--- src/rtl/multilane_block_lock_fsm_if.sv ---
// Control/status bus of the multilane block-lock engine: limits and per-lane
// sync-header qualifiers in, lock state, indices and event flags out.
interface multilane_block_lock_fsm_if #(
  parameter int N_LANES       = 20,
  parameter int NB_INDEX      = 7,
  parameter int NB_LOCK_CNT   = 7,
  parameter int NB_WINDOW_CNT = 11
);
  logic                          i_enable;
  logic                          i_valid;
  logic [N_LANES-1:0]            i_signal_ok;
  logic [N_LANES-1:0]            i_sh_valid;
  logic [NB_LOCK_CNT-1:0]        i_lock_limit;
  logic [NB_WINDOW_CNT-1:0]      i_window_len;
  logic [NB_WINDOW_CNT-1:0]      i_invalid_limit;
  logic                          i_clear_lost;
  logic [N_LANES*NB_INDEX-1:0]   o_search_index;
  logic [N_LANES*NB_INDEX-1:0]   o_block_index;
  logic [N_LANES-1:0]            o_block_lock;
  logic [N_LANES-1:0]            o_slip;
  logic [N_LANES-1:0]            o_lock_lost;
  logic                          o_all_locked;

  modport master (
    output i_enable, i_valid, i_signal_ok, i_sh_valid, i_lock_limit,
           i_window_len, i_invalid_limit, i_clear_lost,
    input  o_search_index, o_block_index, o_block_lock, o_slip,
           o_lock_lost, o_all_locked
  );

  modport slave (
    input  i_enable, i_valid, i_signal_ok, i_sh_valid, i_lock_limit,
           i_window_len, i_invalid_limit, i_clear_lost,
    output o_search_index, o_block_index, o_block_lock, o_slip,
           o_lock_lost, o_all_locked
  );
endinterface

--- src/rtl/multilane_block_lock_fsm.sv ---
// N independent 66b sync-header block-lock machines: run-length lock acquisition,
// windowed invalid-count unlock, slip pulses, sticky lock-loss and all-locked.
module multilane_block_lock_fsm #(
  parameter int N_LANES        = 20,
  parameter int NB_CODED_BLOCK = 66,
  parameter int NB_INDEX       = $clog2(NB_CODED_BLOCK),
  parameter int MAX_LOCK_CNT   = 64,
  parameter int MAX_WINDOW     = 1024,
  parameter int NB_LOCK_CNT    = $clog2(MAX_LOCK_CNT + 1),
  parameter int NB_WINDOW_CNT  = $clog2(MAX_WINDOW + 1)
) (
  input logic                       i_clock,
  input logic                       i_reset,
  multilane_block_lock_fsm_if.slave bus
);
  localparam logic [NB_INDEX-1:0] LAST_IDX = NB_INDEX'(NB_CODED_BLOCK - 1);

  typedef enum logic {UNLOCKED = 1'b0, LOCKED = 1'b1} state_e;

  function automatic logic [NB_LOCK_CNT-1:0] lock_floor(input logic [NB_LOCK_CNT-1:0] lim);
    return (lim == '0) ? NB_LOCK_CNT'(1) : lim;
  endfunction

  function automatic logic [NB_WINDOW_CNT-1:0] win_floor(input logic [NB_WINDOW_CNT-1:0] lim);
    return (lim == '0) ? NB_WINDOW_CNT'(1) : lim;
  endfunction

  function automatic logic [NB_LOCK_CNT-1:0] lock_inc(input logic [NB_LOCK_CNT-1:0] cnt);
    return (&cnt) ? cnt : cnt + NB_LOCK_CNT'(1);
  endfunction

  function automatic logic [NB_WINDOW_CNT-1:0] win_inc(input logic [NB_WINDOW_CNT-1:0] cnt,
                                                        input logic inc);
    return (inc && !(&cnt)) ? cnt + NB_WINDOW_CNT'(1) : cnt;
  endfunction

  function automatic logic [NB_INDEX-1:0] next_index(input logic [NB_INDEX-1:0] idx);
    return (idx == LAST_IDX) ? '0 : idx + NB_INDEX'(1);
  endfunction

  logic                        beat;
  logic [NB_LOCK_CNT-1:0]      lock_lim;
  logic [NB_WINDOW_CNT-1:0]    win_lim;
  logic [NB_WINDOW_CNT-1:0]    inv_lim;
  logic [N_LANES-1:0]          lock_vec;
  logic [N_LANES-1:0]          slip_vec;
  logic [N_LANES-1:0]          lost_vec;
  logic [N_LANES*NB_INDEX-1:0] search_vec;
  logic [N_LANES*NB_INDEX-1:0] block_vec;

  assign beat     = bus.i_enable & bus.i_valid;
  assign lock_lim = lock_floor(bus.i_lock_limit);
  assign win_lim  = win_floor(bus.i_window_len);
  assign inv_lim  = win_floor(bus.i_invalid_limit);

  for (genvar k = 0; k < N_LANES; k++) begin : g_lane
    state_e                   state_q, state_d;
    logic [NB_LOCK_CNT-1:0]   valid_cnt_q, valid_cnt_d;
    logic [NB_WINDOW_CNT-1:0] win_cnt_q, win_cnt_d, inv_cnt_q, inv_cnt_d;
    logic [NB_WINDOW_CNT-1:0] win_nxt, inv_nxt;
    logic [NB_INDEX-1:0]      search_q, search_d, block_q, block_d;
    logic                     slip_q, slip_d, lost_q, lost_d, lost_set;
    logic                     lock_o;

    always_ff @(posedge i_clock or posedge i_reset) begin
      if (i_reset) begin
        state_q     <= UNLOCKED;
        valid_cnt_q <= '0;
        win_cnt_q   <= '0;
        inv_cnt_q   <= '0;
        search_q    <= '0;
        block_q     <= '0;
        slip_q      <= 1'b0;
        lost_q      <= 1'b0;
      end else begin
        state_q     <= state_d;
        valid_cnt_q <= valid_cnt_d;
        win_cnt_q   <= win_cnt_d;
        inv_cnt_q   <= inv_cnt_d;
        search_q    <= search_d;
        block_q     <= block_d;
        slip_q      <= slip_d;
        lost_q      <= lost_d;
      end
    end

    // Loss of signal overrides everything; otherwise only beats move the machine.
    always_comb begin
      state_d     = state_q;
      valid_cnt_d = valid_cnt_q;
      win_cnt_d   = win_cnt_q;
      inv_cnt_d   = inv_cnt_q;
      search_d    = search_q;
      block_d     = block_q;
      slip_d      = 1'b0;
      lost_set    = 1'b0;
      win_nxt     = win_inc(win_cnt_q, 1'b1);
      inv_nxt     = win_inc(inv_cnt_q, !bus.i_sh_valid[k]);
      if (!bus.i_signal_ok[k]) begin
        state_d     = UNLOCKED;
        valid_cnt_d = '0;
        win_cnt_d   = '0;
        inv_cnt_d   = '0;
        search_d    = '0;
        block_d     = '0;
      end else if (beat) begin
        case (state_q)
          UNLOCKED: begin
            if (!bus.i_sh_valid[k]) begin
              valid_cnt_d = '0;
              search_d    = next_index(search_q);
              slip_d      = 1'b1;
            end else if (lock_inc(valid_cnt_q) >= lock_lim) begin
              state_d     = LOCKED;
              block_d     = search_q;
              valid_cnt_d = '0;
              win_cnt_d   = '0;
              inv_cnt_d   = '0;
            end else begin
              valid_cnt_d = lock_inc(valid_cnt_q);
            end
          end
          LOCKED: begin
            // Unlock is tested first so it wins on the last beat of a window.
            if (inv_nxt >= inv_lim) begin
              state_d     = UNLOCKED;
              lost_set    = 1'b1;
              slip_d      = 1'b1;
              search_d    = next_index(search_q);
              valid_cnt_d = '0;
              win_cnt_d   = '0;
              inv_cnt_d   = '0;
            end else if (win_nxt >= win_lim) begin
              win_cnt_d = '0;
              inv_cnt_d = '0;
            end else begin
              win_cnt_d = win_nxt;
              inv_cnt_d = inv_nxt;
            end
          end
          default: ;
        endcase
      end
      lost_d = lost_set | (lost_q & !bus.i_clear_lost);
    end

    always_comb begin
      lock_o = (state_q == LOCKED);
    end

    assign lock_vec[k]                        = lock_o;
    assign slip_vec[k]                        = slip_q;
    assign lost_vec[k]                        = lost_q;
    assign search_vec[k*NB_INDEX +: NB_INDEX] = search_q;
    assign block_vec[k*NB_INDEX +: NB_INDEX]  = block_q;
  end

  assign bus.o_block_lock   = lock_vec;
  assign bus.o_slip         = slip_vec;
  assign bus.o_lock_lost    = lost_vec;
  assign bus.o_search_index = search_vec;
  assign bus.o_block_index  = block_vec;
  assign bus.o_all_locked   = &lock_vec;
endmodule
--- src/flat_wrapper.sv ---
// flat-port wrapper written by rule: the top's interface ports become plain ports
module multilane_block_lock_fsm_flat 
#(
  parameter int N_LANES        = 20,
  parameter int NB_CODED_BLOCK = 66,
  parameter int NB_INDEX       = $clog2(NB_CODED_BLOCK),
  parameter int MAX_LOCK_CNT   = 64,
  parameter int MAX_WINDOW     = 1024,
  parameter int NB_LOCK_CNT    = $clog2(MAX_LOCK_CNT + 1),
  parameter int NB_WINDOW_CNT  = $clog2(MAX_WINDOW + 1)
)
  (i_clock, i_reset, bus_i_enable, bus_i_valid, bus_i_signal_ok, bus_i_sh_valid, bus_i_lock_limit, bus_i_window_len, bus_i_invalid_limit, bus_i_clear_lost, bus_o_search_index, bus_o_block_index, bus_o_block_lock, bus_o_slip, bus_o_lock_lost, bus_o_all_locked);
  multilane_block_lock_fsm_if #(.N_LANES(N_LANES), .NB_INDEX(NB_INDEX), .NB_LOCK_CNT(NB_LOCK_CNT), .NB_WINDOW_CNT(NB_WINDOW_CNT)) bus_i ();
  input logic i_clock;
  input logic i_reset;
  input wire logic [$bits(bus_i.i_enable)-1:0] bus_i_enable;
  input wire logic [$bits(bus_i.i_valid)-1:0] bus_i_valid;
  input wire logic [$bits(bus_i.i_signal_ok)-1:0] bus_i_signal_ok;
  input wire logic [$bits(bus_i.i_sh_valid)-1:0] bus_i_sh_valid;
  input wire logic [$bits(bus_i.i_lock_limit)-1:0] bus_i_lock_limit;
  input wire logic [$bits(bus_i.i_window_len)-1:0] bus_i_window_len;
  input wire logic [$bits(bus_i.i_invalid_limit)-1:0] bus_i_invalid_limit;
  input wire logic [$bits(bus_i.i_clear_lost)-1:0] bus_i_clear_lost;
  output wire logic [$bits(bus_i.o_search_index)-1:0] bus_o_search_index;
  output wire logic [$bits(bus_i.o_block_index)-1:0] bus_o_block_index;
  output wire logic [$bits(bus_i.o_block_lock)-1:0] bus_o_block_lock;
  output wire logic [$bits(bus_i.o_slip)-1:0] bus_o_slip;
  output wire logic [$bits(bus_i.o_lock_lost)-1:0] bus_o_lock_lost;
  output wire logic [$bits(bus_i.o_all_locked)-1:0] bus_o_all_locked;
  assign bus_i.i_enable = bus_i_enable;
  assign bus_i.i_valid = bus_i_valid;
  assign bus_i.i_signal_ok = bus_i_signal_ok;
  assign bus_i.i_sh_valid = bus_i_sh_valid;
  assign bus_i.i_lock_limit = bus_i_lock_limit;
  assign bus_i.i_window_len = bus_i_window_len;
  assign bus_i.i_invalid_limit = bus_i_invalid_limit;
  assign bus_i.i_clear_lost = bus_i_clear_lost;
  assign bus_o_search_index = bus_i.o_search_index;
  assign bus_o_block_index = bus_i.o_block_index;
  assign bus_o_block_lock = bus_i.o_block_lock;
  assign bus_o_slip = bus_i.o_slip;
  assign bus_o_lock_lost = bus_i.o_lock_lost;
  assign bus_o_all_locked = bus_i.o_all_locked;
  multilane_block_lock_fsm #(.N_LANES(N_LANES), .NB_CODED_BLOCK(NB_CODED_BLOCK), .NB_INDEX(NB_INDEX), .MAX_LOCK_CNT(MAX_LOCK_CNT), .MAX_WINDOW(MAX_WINDOW), .NB_LOCK_CNT(NB_LOCK_CNT), .NB_WINDOW_CNT(NB_WINDOW_CNT)) u_core (.i_clock(i_clock), .i_reset(i_reset), .bus(bus_i));
endmodule
--- config.mk ---
export PLATFORM = sky130hd
export DESIGN_NAME = multilane_block_lock_fsm_flat
export DESIGN_NICKNAME = d
export VERILOG_FILES = /design/src/rtl/multilane_block_lock_fsm_if.sv /design/src/rtl/multilane_block_lock_fsm.sv /design/src/flat_wrapper.sv
export SDC_FILE = /design/constraint.sdc
export NUM_CORES = 2
export LEC_CHECK = 0
export CORE_MARGIN = 1.5
export CORE_UTILIZATION = 61
export CTS_CLUSTER_SIZE = 30
export DETAILED_ROUTE_END_ITERATION = 8
export GPL_TIMING_DRIVEN = 0
export PLACE_DENSITY_LB_ADDON = 0.12
export SLEW_MARGIN = 10
export SYNTH_ARGS = -nofsm -noshare
export SYNTH_HDL_FRONTEND = slang
export SYNTH_SLANG_ARGS = --single-unit
export TNS_END_PERCENT = 50
--- constraint.sdc ---
create_clock -name i_clock -period 46.5 [get_ports i_clock]
set_clock_uncertainty 0.05 [all_clocks]
set_input_delay 9.3 -clock i_clock [delete_from_list [all_inputs] [get_ports i_clock]]
set_output_delay 9.3 -clock i_clock [all_outputs]
set_load 0.02 [all_outputs]
* After elaboration in Yosys (flattened, before gate mapping)
Index checks and enable logic that the tools add are counted.
** Word-level totals
- Input bits :: 74
- Register bits after elaboration :: 920
- Output and inout port bits :: 341
** Operators by class
- Add/sub/neg operators :: 80
- Eq/ne operators :: 180
- Mux-type cells :: 923
- Magnitude comparators :: 60
- Reduce and logical (&&, ||, !) cells :: 205
- Bitwise logic cells :: 61
** Operator list (count)
- two-way mux 11 bit :: 242
- two-way mux 7 bit :: 321
- case mux 11 bit (2 select lines) :: 40
- case mux 7 bit (2 select lines) :: 40
- adder 11 x 1 -> 11 bit (second input constant) :: 40
- greater-or-equal comparator 11 bit :: 40
- AND reduction 11 bit :: 40
- adder 7 x 1 -> 7 bit (second input constant) :: 40
- two-way mux 1 bit :: 240
- != test 3 bit (second input constant) :: 60
- equality test 7 bit (second input constant) :: 20
- greater-or-equal comparator 7 bit :: 20
- AND reduction 7 bit :: 20
- != test 2 x 1 -> 1 bit (second input constant) :: 60
- AND reduction 3 bit :: 40
- case mux 1 bit (2 select lines) :: 40
- AND reduction 4 bit :: 20
- != test 3 x 2 -> 1 bit (second input constant) :: 20
- zero test 1 bit :: 41
- != test 2 bit (second input constant) :: 20
- AND reduction 2 bit :: 20
- zero test 11 bit :: 2
- AND 1 bit :: 21
- logical AND 1 bit :: 20
- 4 further kinds :: 42

* Longest topological paths before layout
- Word-level depth :: 10
- Gate-level depth with buffers :: 18
- Gate-level depth less buffers :: 16

* Least setup slack after synthesis
OpenSTA, ideal clock, no wires.
- Path type :: input-to-reg
- From :: input port bus_i_invalid_limit[7]
- To :: register u_core.g_lane[12].win_cnt_q[2]
- Required time :: 46.346 ns
- Library setup time :: 0.104 ns
- Buffers on the path :: 2
- Stages on the path :: 11
- Arrival time :: 12.262 ns
- Path slack :: 34.084 ns
- Path through :: inv_1 a41o_1 ha_1 nand4_1 o21bai_1 a221oi_1 nand2_1 or4_1 buf_2 buf_2 o41ai_2
** On the way
- Longest elaborated chain between the ends :: 7
** RTL lines
- from (decl) :: line flat_wrapper.sv:22 : input wire logic [$bits(bus_i.i_invalid_limit)-1:0] bus_i_invalid_limit;
- zero test 11 bit :: line multilane_block_lock_fsm.sv:25 : return (lim == '0) ? NB_WINDOW_CNT'(1) : lim;
- two-way mux 11 bit (*) :: line multilane_block_lock_fsm.sv:25
- greater-or-equal comparator 11 bit (*) :: line multilane_block_lock_fsm.sv:125 : if (inv_nxt >= inv_lim) begin
- two-way mux 11 bit (*) :: line multilane_block_lock_fsm.sv:125
- case mux 11 bit (2 select lines) (*) :: line multilane_block_lock_fsm.sv:107 : case (state_q)
- two-way mux 11 bit (*) :: line multilane_block_lock_fsm.sv:106 : end else if (beat) begin
- two-way mux 11 bit (*) :: line multilane_block_lock_fsm.sv:99 : if (!bus.i_signal_ok[k]) begin
- to (signal assigned) :: line multilane_block_lock_fsm.sv:78 : win_cnt_q <= win_cnt_d;
- to (decl) :: line multilane_block_lock_fsm.sv:59 : logic [NB_WINDOW_CNT-1:0] win_cnt_q, win_cnt_d, inv_cnt_q, inv_cnt_d;
Mark *: on every way between the ends. The rest lies on a longest branch, timed or not. The select of a mux whose other input is x is not followed.
A chain may end at the register's enable or synchronous reset.

* Worst setup path in the final report
- From :: input port bus_i_lock_limit[6]
- To :: register u_core.g_lane[2].inv_cnt_q[3]
** On the way
- Longest elaborated chain between the ends :: 5
** RTL lines
- from (decl) :: line flat_wrapper.sv:20 : input wire logic [$bits(bus_i.i_lock_limit)-1:0] bus_i_lock_limit;
- zero test 7 bit :: line multilane_block_lock_fsm.sv:21 : return (lim == '0) ? NB_LOCK_CNT'(1) : lim;
- two-way mux 7 bit (*) :: line multilane_block_lock_fsm.sv:21
- greater-or-equal comparator 7 bit (*) :: line multilane_block_lock_fsm.sv:113 : end else if (lock_inc(valid_cnt_q) >= lock_lim) begin
- != test 3 x 2 -> 1 bit (no source line) (*)
- AND reduction 3 bit (no source line) (*)
- to (signal assigned) :: line multilane_block_lock_fsm.sv:79 : inv_cnt_q <= inv_cnt_d;
- to (decl) :: line multilane_block_lock_fsm.sv:59
Mark *: on every way between the ends. The rest lies on a longest branch, timed or not.

==> results.cfg <==
[layout]
drive_gt1_frac = 0.0744
area_delta_synth_final_pct = 16.0
nNetsFinal = 8644
fin_cells = 9387
fin_util = 0.713

[clock_network]
cts_tree = yes
clockBufferDepth = 3
cts.repair.resized = 0
root_buffer = clkbuf_16
clock_sinks = 920
cts.reportedPaths.clkPinSlew_ns = 0.07
numCtsBuffers = 106
ctsHoldBuffers = 0
htreeDepth = 3
post_cts.repair.setup_buffers = 0
clk_latency_ns = 0.71

[floorplanning]
die_area_mm2 = 0.110
core_mm2 = 0.107
die_x_um = 331
boundaryPins = 415
rows = 120
initial_utilization = 0.615
die_y_um = 331

[yosys]
synth-edff-count = 0
ys_ff_latch = 920
syn_area_mm2 = 0.0657
synth_area_per_cell_um2 = 8.96
synth_top_cell_area_share = 0.350
yosysTopAreaCell = dfrtp_1
synthTopCellsByArea = dfrtp_1, ha_1, nand2_1
syn_nets = 8090
synth_common_cells = dfrtp_1, nand2_1, ha_1
synth.distinct_cells = 106
yosysWarnings = 0
yosysMostFrequentCell = dfrtp_1
yosysSeqAreaShare = 0.350
async_reset_ff_frac = 1.00
synth_ff_type = dfrtp_1
synthCells = 7336

[detailed_routing]
via_count = 60800
via_per_inst = 6.47
route.detailed.drc = 0
avgRoutedWirePerCell_um = 21.7
drt_first_pass_iters = 7
ant_nets = 0
detail_route.iter0.violations = 5874
wl_um = 204000

[placed_design]
placed_cells = 9185
gp_congestion = 0.925
dpl.hpwl_um = 145000
io_buffers = 405

[global_routing]
grt_max_degree = 117
grt_remaining_overflow = 0
grt_pass1_wl_um = 319000
antenna_found_initial = 13
grt_usage = 0.363
grt_pass1_vias = 57800

[critical_path]
end_kind = register
r2r-end = u_core.g_lane[18].inv_cnt_q[5]
path_max_fanout = 20
startpoint_type = primary input
reg2reg_depth = 16
rrSetupSlack_ns = 41.48
worstSetupPathType = primary input to register
crit_arrival_ns = 14.19
rr_startpoint = u_core.g_lane[18].inv_cnt_q[0]
required_ns = 47.08

[power_and_ir_drop]
peakVddDrop_uv = 27.4
p_leak_uw = 0.0356
powerDensity_mw_per_mm2 = 24.8

[sta]
drv_slew = 0
slew_headroom = 0.0911
period_share = 0.293
worst_pin_slew_ns = 1.36
hold_viol_final = 0
holdWs_ns = 0.437
setup_viol_count_final = 0
fin_crit_ns = 13.61
rsz0062_at_grt = no
fmax_mhz = 73.5

[run_status]
status = complete, no violations

[hold_path]
min_path_cells = 1
hold-path-endpoint = u_core.g_lane[5].lost_q
hp-class = register to register
hp-start = u_core.g_lane[5].lost_q

[job]
timing.max_cap.violations = 0
through the flow:
| step | cell area (um^2) | worst slack [ns] | power (uW) | TNS (ns) |
|---|---|---|---|---|
| floorplan | 65700 | 11.28 | 920 | 0 |
| global placement | 71500 | -0.557 | 983 | -303.40 |
| detailed placement | 72500 | 32.36 | 996 | 0 |
| CTS | 76200 | 33.13 | 1900 | 0 |
| global route | 76200 | 32.83 | 1950 | 0 |
| finish | 76200 | 32.89 | 1890 | 0 |
critical path, stage by stage:
cell	delay, ns
clkdlybuf4s50_1	0.42
inv_2	0.40
a31o_2	1.13
ha_1	0.40
nand2b_1	0.13
a31oi_1	0.15
o21ai_0	0.18
a41oi_1	0.82
clkbuf_1	0.51
buf_2	0.37
a21oi_1	0.08
o21ai_0	0.21
worst max path at each step:
stage                        startpoint                               end  slack [ns]  depth (start not counted)
global route         bus_i_sh_valid[18]    u_core.g_lane[18].inv_cnt_q[2]       32.83                         14
floorplan                       i_reset       u_core.g_lane[0].block_q[0]       11.28                          1
detailed placement  bus_i_lock_limit[4]     u_core.g_lane[2].inv_cnt_q[3]       32.36                         12
CTS                 bus_i_lock_limit[4]     u_core.g_lane[2].inv_cnt_q[3]       33.13                         12
global placement                i_reset  u_core.g_lane[17].valid_cnt_q[4]       -0.56                          2
finish              bus_i_lock_limit[6]     u_core.g_lane[2].inv_cnt_q[3]       32.89                         12
flip-flops by register name, indices dropped and copies added (netlist names):
signal	cells
u_core.g_lane.inv_cnt_q	220
u_core.g_lane.win_cnt_q	220
u_core.g_lane.block_q	140
u_core.g_lane.search_q	140
u_core.g_lane.valid_cnt_q	140
u_core.g_lane.lock_o	20
u_core.g_lane.lost_q	20
u_core.g_lane.slip_q	20
cells in the final DEF (no fill, tap or decap), drive strengths merged, types with 28 or more instances in the layout:
master,count
clkbuf,347
and4,43
a31oi,81
a32o,28
mux2i,124
nor2,451
a21o,153
nor3b,42
a22o,197
a31o,34
nor2b,167
nand3,385
buf,151
a211oi,30
or2,60
dfrtp,920
o21ai,523
clkdlybuf4s50,405
o21a,88
nor3,110
nand4,143
or4,32
nand3b,33
nor4,43
nand2b,100
a21oi,381
xnor2,239
nand2,784
mux2,82
ha,680
a41oi,31
inv,234
and3,174
and2,50
xor2,97
o2bb2ai,29
o211ai,45
o31ai,62
or3,71
layer usage:
layer	up-vias	part of all wire	GRT usage
met1	29500	0.41	0.476
met5	-	0.00023	0
met4	6	0.054	0.175
met2	2471	0.45	0.579
met3	561	0.086	0.0682
li1	28200	-	-
report_power, final:
part | total (uW) | internal [uW] | leakage, uW | switching (uW)
Clock | 908 | 546 | 0.00183 | 362
Sequential | 811 | 805 | 0.0128 | 6.16
Combinational | 175 | 54.1 | 0.0209 | 121
Total | 1890 | 1410 | 0.0356 | 489
final cells by class:
type | instances | area [um^2]
clock buffers | 153 | 3200
multi-input cells | 5873 | 40400
inverters | 239 | 905
flip-flops and latches | 920 | 23000
fillers | 8214 | 30700
clock inverters | 40 | 556
diodes | 9 | 22.5
repair buffers | 446 | 4970
well taps | 1403 | 1760
plain buffers | 304 | 1450
cells by family after synthesis:
| group | share of synthesized area |
|---|---|
| compound gates | 0.194 |
| xor+xnor | 0.0448 |
| fa+ha+maj | 0.129 |
| buf+inv | 0.0356 |
| flops | 0.350 |
| mux | 0.0329 |
| simple gates | 0.213 |
(Power assumes the default switching activity.)
